### src/rtl/prio_encoder_rr_if.sv
// Valid/ready bundle for the registered priority encoder.
// The slave side is the encoder; the master side is whoever feeds requests and drains results.
interface prio_encoder_rr_if #(
   parameter int N = 8
);
   localparam int W = (N > 1) ? $clog2(N) : 1;

   logic         in_valid;
   logic         in_ready;
   logic [N-1:0] in_req;
   logic         in_mode;
   logic         out_valid;
   logic         out_ready;
   logic [W-1:0] out_idx;
   logic         out_none;
   logic         out_multi;

   modport slave (
      input  in_valid, in_req, in_mode, out_ready,
      output in_ready, out_valid, out_idx, out_none, out_multi
   );

   modport master (
      output in_valid, in_req, in_mode, out_ready,
      input  in_ready, out_valid, out_idx, out_none, out_multi
   );
endinterface

### src/rtl/prio_encoder_rr.sv
// Registered N-to-log2(N) encoder with fixed (MSB-first) or round-robin priority,
// plus zero/multi-hot flags, behind a one-entry valid/ready output register.
module prio_encoder_rr #(
   parameter  int N = 8,
   localparam int W = (N > 1) ? $clog2(N) : 1
) (
   input logic              clk,
   input logic              rst,
   prio_encoder_rr_if.slave bus
);

   logic         out_valid_q, out_valid_d;
   logic [W-1:0] out_idx_q,   out_idx_d;
   logic         out_none_q,  out_none_d;
   logic         out_multi_q, out_multi_d;
   logic [W-1:0] rr_ptr_q,    rr_ptr_d;

   logic         accept;
   logic         drain;
   logic         req_zero;
   logic [W-1:0] fixed_idx;
   logic [W-1:0] rr_idx;
   logic         rr_hit;
   logic [W-1:0] grant_idx;
   int           j;

   assign bus.in_ready = !out_valid_q || bus.out_ready;
   assign accept       = bus.in_valid && bus.in_ready;
   assign drain        = out_valid_q && bus.out_ready;
   assign req_zero     = (bus.in_req == '0);

   // Ascending scan: the last set bit seen is the highest one.
   always_comb begin
      fixed_idx = '0;
      for (int i = 0; i < N; i++) begin
         if (bus.in_req[i]) fixed_idx = W'(i);
      end
   end

   // Search starts one past the last round-robin grant and wraps through bit 0.
   always_comb begin
      rr_idx = '0;
      rr_hit = 1'b0;
      j      = 0;
      for (int k = 1; k <= N; k++) begin
         j = int'(rr_ptr_q) + k;
         if (j >= N) j = j - N;
         if (!rr_hit && bus.in_req[j]) begin
            rr_idx = W'(j);
            rr_hit = 1'b1;
         end
      end
   end

   assign grant_idx = req_zero ? '0 : (bus.in_mode ? rr_idx : fixed_idx);

   always_comb begin
      out_valid_d = out_valid_q;
      out_idx_d   = out_idx_q;
      out_none_d  = out_none_q;
      out_multi_d = out_multi_q;
      rr_ptr_d    = rr_ptr_q;
      if (accept) begin
         out_valid_d = 1'b1;
         out_idx_d   = grant_idx;
         out_none_d  = req_zero;
         out_multi_d = ($countones(bus.in_req) > 1);
         if (bus.in_mode && !req_zero) rr_ptr_d = grant_idx;
      end else if (drain) begin
         out_valid_d = 1'b0;
      end
   end

   always_ff @(posedge clk) begin
      if (rst) begin
         out_valid_q <= 1'b0;
         out_idx_q   <= '0;
         out_none_q  <= 1'b0;
         out_multi_q <= 1'b0;
         rr_ptr_q    <= W'(N - 1);
      end else begin
         out_valid_q <= out_valid_d;
         out_idx_q   <= out_idx_d;
         out_none_q  <= out_none_d;
         out_multi_q <= out_multi_d;
         rr_ptr_q    <= rr_ptr_d;
      end
   end

   assign bus.out_valid = out_valid_q;
   assign bus.out_idx   = out_idx_q;
   assign bus.out_none  = out_none_q;
   assign bus.out_multi = out_multi_q;

endmodule

### src/flat_wrapper.sv
// flat-port wrapper written by rule: the top's interface ports become plain ports
module prio_encoder_rr_flat 
#(
   parameter  int N = 8,
   localparam int W = (N > 1) ? $clog2(N) : 1
)
  (clk, rst, bus_in_valid, bus_in_req, bus_in_mode, bus_out_ready, bus_in_ready, bus_out_valid, bus_out_idx, bus_out_none, bus_out_multi);
  prio_encoder_rr_if #(.N(N)) bus_i ();
  input logic clk;
  input logic rst;
  input wire logic [$bits(bus_i.in_valid)-1:0] bus_in_valid;
  input wire logic [$bits(bus_i.in_req)-1:0] bus_in_req;
  input wire logic [$bits(bus_i.in_mode)-1:0] bus_in_mode;
  input wire logic [$bits(bus_i.out_ready)-1:0] bus_out_ready;
  output wire logic [$bits(bus_i.in_ready)-1:0] bus_in_ready;
  output wire logic [$bits(bus_i.out_valid)-1:0] bus_out_valid;
  output wire logic [$bits(bus_i.out_idx)-1:0] bus_out_idx;
  output wire logic [$bits(bus_i.out_none)-1:0] bus_out_none;
  output wire logic [$bits(bus_i.out_multi)-1:0] bus_out_multi;
  assign bus_i.in_valid = bus_in_valid;
  assign bus_i.in_req = bus_in_req;
  assign bus_i.in_mode = bus_in_mode;
  assign bus_i.out_ready = bus_out_ready;
  assign bus_in_ready = bus_i.in_ready;
  assign bus_out_valid = bus_i.out_valid;
  assign bus_out_idx = bus_i.out_idx;
  assign bus_out_none = bus_i.out_none;
  assign bus_out_multi = bus_i.out_multi;
  prio_encoder_rr #(.N(N)) u_core (.clk(clk), .rst(rst), .bus(bus_i));
endmodule
### config.mk
export PLATFORM = sky130hd
export DESIGN_NAME = prio_encoder_rr_flat
export DESIGN_NICKNAME = d
export VERILOG_FILES = /design/src/rtl/prio_encoder_rr_if.sv /design/src/rtl/prio_encoder_rr.sv /design/src/flat_wrapper.sv
export SDC_FILE = /design/constraint.sdc
export NUM_CORES = 1
export LEC_CHECK = 0
export ABC_CLOCK_PERIOD_IN_PS = 4170
export CAP_MARGIN = 40
export CORE_ASPECT_RATIO = 0.6
export CORE_MARGIN = 1
export CORE_UTILIZATION = 35
export CTS_CLUSTER_DIAMETER = 60
export DETAILED_ROUTE_END_ITERATION = 8
export PLACE_DENSITY = 0.52
export SLEW_MARGIN = 10
export SYNTH_ARGS = -nofsm -noshare
export SYNTH_HDL_FRONTEND = slang
export SYNTH_SLANG_ARGS = --single-unit
### constraint.sdc
create_clock -name clk -period 4.17 [get_ports clk]
set_clock_uncertainty 0.1 [all_clocks]
set_input_delay 0.417 -clock clk [delete_from_list [all_inputs] [get_ports clk]]
set_output_delay 0.417 -clock clk [all_outputs]
set_load 0.01 [all_outputs]
# After elaboration in Yosys (flattened, before gate mapping)
# Index checks and enable logic that the tools add are counted.
[totals] regBits=9 in_bits=13 out_inout_bits=7
[op_classes] n_addsub=23 n_lt_le_gt_ge=17 muxes=58 reduce_logical=23
[ops] cell="$ge 32x5->1 const B" count=8
[ops] cell="$lt 32x5->1 const B" count=8
[ops] cell="$mux 32" count=8
[ops] cell="$sub 32x5->32 const B" count=8
[ops] cell="$add 32x32->32" count=3
[ops] cell="$mux 3" count=16
[ops] cell="$gt 32x2->1 const B" count=1
[ops] cell="$mux 1" count=26
[ops] cell="$bmux 1 s3" count=8
[ops] cell="$add 3x3->4 const B" count=4
[ops] cell="$logic_and 1x1->1" count=10
[ops] cell="$logic_not 1->1" count=9
[ops] cell="$add 1x1->2" count=4
[ops] cell="$add 3x2->4 const B" count=2
[ops] cell="$logic_not 8->1" count=1
[ops] cell="$add 3x4->5 const B" count=1
[ops] cell="$add 3x1->4 const B" count=1
[ops] cell="$reduce_and 2->1" count=1
[ops] cell="$reduce_bool 2->1" count=1
[ops] cell="$logic_or 1x1->1" count=1

# Logic depth before layout (Yosys ltp)
[depth] depth_word=30 depth_mapped=13 depth_no_buf=12

# Least setup slack after synthesis
# OpenSTA, ideal clock, no wires.
[synth_path] path_kind="reg-to-reg" from="reg u_core.rr_ptr_q[1]" to="reg u_core.out_idx_q[0], in the netlist u_core.bus.out_idx[0]" arrival_time_ns=3.452 required_ns=4.000 slack_ns=0.548 path_stages_with_launch=12 path_buffers=3 synth_period_minus_slack_ns=3.622 path_cell_list="dfxtp_1 > clkbuf_1 > inv_2 > ha_1 > buf_2 > clkbuf_1 > mux4_2 > mux2_2 > o32ai_1 > nand4_1 > a311o_1 > a21oi_1"
[synth_via] elab_chain_cells=30
[synth_lines] item="start, declared" line_no="prio_encoder_rr.sv:16" text="logic [W-1:0] rr_ptr_q, rr_ptr_d;"
[synth_lines] item="start signal, assigned" line_no="prio_encoder_rr.sv:80" text="rr_ptr_q <= W'(N - 1);"
[synth_lines] item="start signal, assigned" line_no="prio_encoder_rr.sv:86" text="rr_ptr_q <= rr_ptr_d;"
[synth_lines] item="$add 3x1->4" line_no="prio_encoder_rr.sv:46" text="j = int'(rr_ptr_q) + k;"
[synth_lines] item="$sub 32x5->32 or $ge 32x5->1 (tied branches)" line_no="prio_encoder_rr.sv:47" text="if (j >= N) j = j - N;"
[synth_lines] item="$mux 32" line_no="prio_encoder_rr.sv:47"
[synth_lines] item="$bmux 1 s3" line_no="prio_encoder_rr.sv:48" text="if (!rr_hit && bus.in_req[j]) begin"
[synth_lines] item="$mux 1 (implied by the code) (2 in series)" line_no="prio_encoder_rr.sv:48"
[synth_lines] item="$mux 1" line_no="prio_encoder_rr.sv:48"
[synth_lines] item="$logic_not 1->1" line_no="prio_encoder_rr.sv:48"
[synth_lines] item="$logic_and 1x1->1" line_no="prio_encoder_rr.sv:48"
[synth_lines] item="[12 not listed]"
[synth_lines] item="$mux 1" line_no="prio_encoder_rr.sv:48"
[synth_lines] item="$logic_not 1->1" line_no="prio_encoder_rr.sv:48"
[synth_lines] item="$logic_and 1x1->1" line_no="prio_encoder_rr.sv:48"
[synth_lines] item="$mux 1" line_no="prio_encoder_rr.sv:48"
[synth_lines] item="$logic_not 1->1" line_no="prio_encoder_rr.sv:48"
[synth_lines] item="$logic_and 1x1->1" line_no="prio_encoder_rr.sv:48"
[synth_lines] item="$mux 3 (*)" line_no="prio_encoder_rr.sv:48"
[synth_lines] item="$mux 3 (*) (2 in series)" line_no="prio_encoder_rr.sv:55" text="assign grant_idx = req_zero ? '0 : (bus.in_mode ? rr_idx : fixed_idx);"
[synth_lines] item="end signal, assigned" line_no="prio_encoder_rr.sv:83" text="out_idx_q <= out_idx_d;"
[synth_lines] item="end, declared" line_no="prio_encoder_rr.sv:13" text="logic [W-1:0] out_idx_q, out_idx_d;"
# Every way passes the cells marked *; elsewhere a longest branch is shown, timed or not. The select of a mux whose other input is x is not followed.
# A chain may end at the register's enable or synchronous reset.

# Worst setup path in the final report
[layout_path] from="in bus_in_req[3]" to="reg u_core.out_multi_q, in the netlist u_core.bus.out_multi"
[layout_via] elab_chain_cells=4
[layout_lines] item="start, declared" line_no="flat_wrapper.sv:12" text="input wire logic [$bits(bus_i.in_req)-1:0] bus_in_req;"
[layout_lines] item="$add 1x1->2 (implied by the code)" line_no="prio_encoder_rr.sv:67" text="out_multi_d = ($countones(bus.in_req) > 1);"
[layout_lines] item="$add 32x32->32 (implied by the code) (2 in series)" line_no="prio_encoder_rr.sv:67"
[layout_lines] item="$gt 32x2->1" line_no="prio_encoder_rr.sv:67"
[layout_lines] item="end signal, assigned" line_no="prio_encoder_rr.sv:85" text="out_multi_q <= out_multi_d;"
[layout_lines] item="end, declared" line_no="prio_encoder_rr.sv:15" text="logic out_multi_q, out_multi_d;"
# No other way between the ends.

==> impl_metrics.env <==
export IMPL_cp_slowest_cell="clkdlybuf4s50_1"
export IMPL_avgSynthCellArea_um2=8.482
export IMPL_first_pass_iters=4
export IMPL_overflow=0
export IMPL_clk_latency_ns=0.23
export IMPL_syn_inst=213
export IMPL_hp_start="u_core.bus.out_none"
export IMPL_r2r_start="u_core.rr_ptr_q[0]"
export IMPL_ys_warn_count=0
export IMPL_hold_buffers=0
export IMPL_drt_iter0_drc=142
export IMPL_min_period_ns=3.486
export IMPL_finalCritPeriodShare_pct=83.59
export IMPL_synthDistinctLibCells=46
export IMPL_wl_per_cell_um=17.47
export IMPL_grt_max_degree=22
export IMPL_async_reset_ff_share_pct=0
export IMPL_hold_viol_final=0
export IMPL_critPathMaxFanout=13
export IMPL_critPathKind="in2reg"
export IMPL_first_global_vias=1613
export IMPL_fmax_mhz=286.9
export IMPL_rsz0062_at_grt="false"
export IMPL_cp_required_ns=4.24
export IMPL_status="finished, final reports clean"
export IMPL_setup_worst_path_end_class="flip-flop"
export IMPL_synthToLayoutAreaGrowth_pct=16.41
export IMPL_synth_fp_nets=243
export IMPL_setup_violations_final=0
export IMPL_io_buffers=19
export IMPL_cts_setup_buffers=0
export IMPL_netlist_area_um2=1807
export IMPL_die_area_um2=5463
export IMPL_leakagePower_nw=0.8752
export IMPL_cts_repair_resized=0
export IMPL_clockBufferDepth=2
export IMPL_finalSetupTns_ns=0
export IMPL_h_tree_depth=1
export IMPL_yosysSeqAreaShare_pct=9.972
export IMPL_num_rows=19
export IMPL_worst_slack_ns=0.6842
export IMPL_worstMarginPinSlew_ns=0.5061
export IMPL_slew_viol_final=0
export IMPL_place_area_um2=2058
export IMPL_dr_total_vias=1744
export IMPL_synth_seq_cells=9
export IMPL_cts_sinks=9
export IMPL_finalWirelength_um=5067
export IMPL_ys_flop_type="dfxtp_1"
export IMPL_viasPerCell=6.014
export IMPL_drc=0
export IMPL_antenna_found_initial=0
export IMPL_initial_core_util_pct=38.00
export IMPL_fin_util_pct=44.24
export IMPL_die_y_um=57.65
export IMPL_clk_pin_slew_ns=0.05
export IMPL_dp_slack_ns=0.4501
export IMPL_antenna_cells=0
export IMPL_powerDensity_nw_per_um2=269.4
export IMPL_drtAntennaViolNets=0
export IMPL_crit_buf_inv=5
export IMPL_slew_headroom_pct=65.29
export IMPL_path_common_cell="inv_1"
export IMPL_max_stage_delay_ns=0.77
export IMPL_crit_start="bus_in_req[3]"
export IMPL_ir_worst_vdd_mv=0.1348
export IMPL_ios=20
export IMPL_fin_nets=258
export IMPL_cp_start_kind="input port"
export IMPL_fin_area_um2=2103
export IMPL_arrival_ns=3.55
export IMPL_fill_cells=490
export IMPL_synth_edf_count=0
export IMPL_hpwl_um=3890
export IMPL_maxCapViolCount=0
export IMPL_grt_use_total_pct=20.39
export IMPL_cts_inserted_buffers=3
export IMPL_critPathTopFamily="adder cells"
export IMPL_gp_congestion=0.8328
export IMPL_path_cells="clkdlybuf4s50_1, inv_1, ha_1, inv_1, fa_1, inv_1, fa_1, ha_1, inv_1, fa_1, a31oi_1, a21oi_1, nor2_1"
export IMPL_grt_pass1_wl_um=8514
export IMPL_core_area_um2=4755
export IMPL_tritoncts="yes"
export IMPL_cts_root_buffer="clkbuf_8"
export IMPL_hold_path_class="reg2reg"
export IMPL_drive_above_1_share_pct=16.74
export IMPL_die_w_um=94.76
-- worst register-to-register path: cells and delay by family, from the launching register on --
| kind | cells | cell delay, ns |
|---|---|---|
| fa+ha+maj | 1 | 0.54 |
| flops | 1 | 0.35 |
| buf+inv | 1 | 0.12 |
| simple gates | 3 | 1.01 |
| compound gates | 2 | 0.37 |
| mux | 2 | 0.78 |
-- final timing paths --
| check | end | slack, ns | cells after the start |
|---|---|---|---|
| hold reg to reg | u_core.bus.out_none | 0.39 | 2 |
| setup / recovery | u_core.bus.out_multi | 0.68 | 13 |
| hold / removal | u_core.bus.out_none | 0.39 | 2 |
| setup reg to reg | u_core.rr_ptr_q[2] | 0.84 | 9 |
-- sequential cells by signal, indices dropped and copies added (netlist names) --
name,count
u_core.rr_ptr_q,3
u_core.bus.out_multi,1
u_core.bus.out_none,1
u_core.bus.out_idx,3
u_core.bus.out_valid,1
-- cells in the final DEF, fill, tap and decap left out, types with 4 or more instances in the layout --
cell type and n:
inv_1 21, nand2_1 21, clkdlybuf4s50_1 19, a21oi_1 16
mux4_2 14, ha_1 13, nor2_1 12, mux2i_1 10
nand3_1 9, buf_4 9, dfxtp_1 9, mux2_2 6
nor3_1 6, fa_1 4
-- per-layer routing --
metal	GRT usage, %	part of all wire (%)	wire, um
met5	0	0	0
met3	4.987	10	507
met4	1.299	0	0
met2	24.87	37	1875
met1	35.46	53	2684
-- per-stage QoR --
step / power [mW] / hold WS [ns] / instances
finish: 0.5666 / 0.3941 / 290
floorplan: 0.3631 / 0.4044 / 213
global route: 0.6120 / 0.4262 / 290
detailed placement: 0.4579 / 0.3810 / 286
global placement: 0.4659 / 0.3766 / 286
CTS: 0.5652 / 0.3968 / 290
-- synth_stat cells (2+ instances only) --
| cell | n | share of area (%) |
|---|---|---|
| inv_1 | 21 | 4.4 |
| nand2_1 | 21 | 4.4 |
| a21oi_1 | 16 | 4.4 |
| mux4_2 | 14 | 17 |
| clkbuf_1 | 13 | 2.7 |
| ha_1 | 13 | 9.0 |
| nor2_1 | 12 | 2.5 |
| mux2i_1 | 10 | 5.5 |
| dfxtp_1 | 9 | 10 |
| nand3_1 | 9 | 2.5 |
| mux2_2 | 6 | 3.7 |
| nor3_1 | 6 | 1.7 |
| fa_1 | 4 | 4.4 |
| a221oi_1 | 3 | 1.5 |
| a311o_1 | 3 | 1.7 |
| a31oi_1 | 3 | 1.0 |
| nand2b_1 | 3 | 1.0 |
| nand4_1 | 3 | 1.0 |
| o21ai_0 | 3 | 0.83 |
| o221ai_1 | 3 | 1.5 |
| a21o_1 | 2 | 0.83 |
| a221o_1 | 2 | 1.1 |
| a32o_1 | 2 | 1.1 |
| buf_2 | 2 | 0.55 |
| buf_6 | 2 | 1.2 |
| inv_2 | 2 | 0.42 |
| mux2_4 | 2 | 1.7 |
| nor2b_1 | 2 | 0.69 |
| o211a_1 | 2 | 1.1 |
| o32ai_1 | 2 | 0.97 |
| o41ai_1 | 2 | 0.97 |
| xnor2_1 | 2 | 0.97 |
-- power breakdown --
part           total [mW]  internal [mW]  switching [mW]  leakage, nW
Clock               0.105         0.0670          0.0382       0.0228
Sequential          0.100         0.0945         0.00581       0.0742
Combinational       0.361          0.166           0.195        0.778
-- cell type report --
class	count	area [um^2]	area share (%)
clock buffer	4	45.04	2.142
multi-input combinational	163	1455	69.19
tap	63	78.83	3.748
timing repair buffer	28	257.7	12.25
sequential	9	180.2	8.566
inverter	23	86.33	4.105
-- cell families after synthesis --
family,Yosys count,share of synthesized area (%)
simple gates,60,15.51
compound gates,50,20.29
buf+inv,41,9.488
mux,33,29.85
fa+ha+maj,17,13.44
flops,9,9.972
xor+xnor,3,1.455
Power figures use the tool's default switching activity.
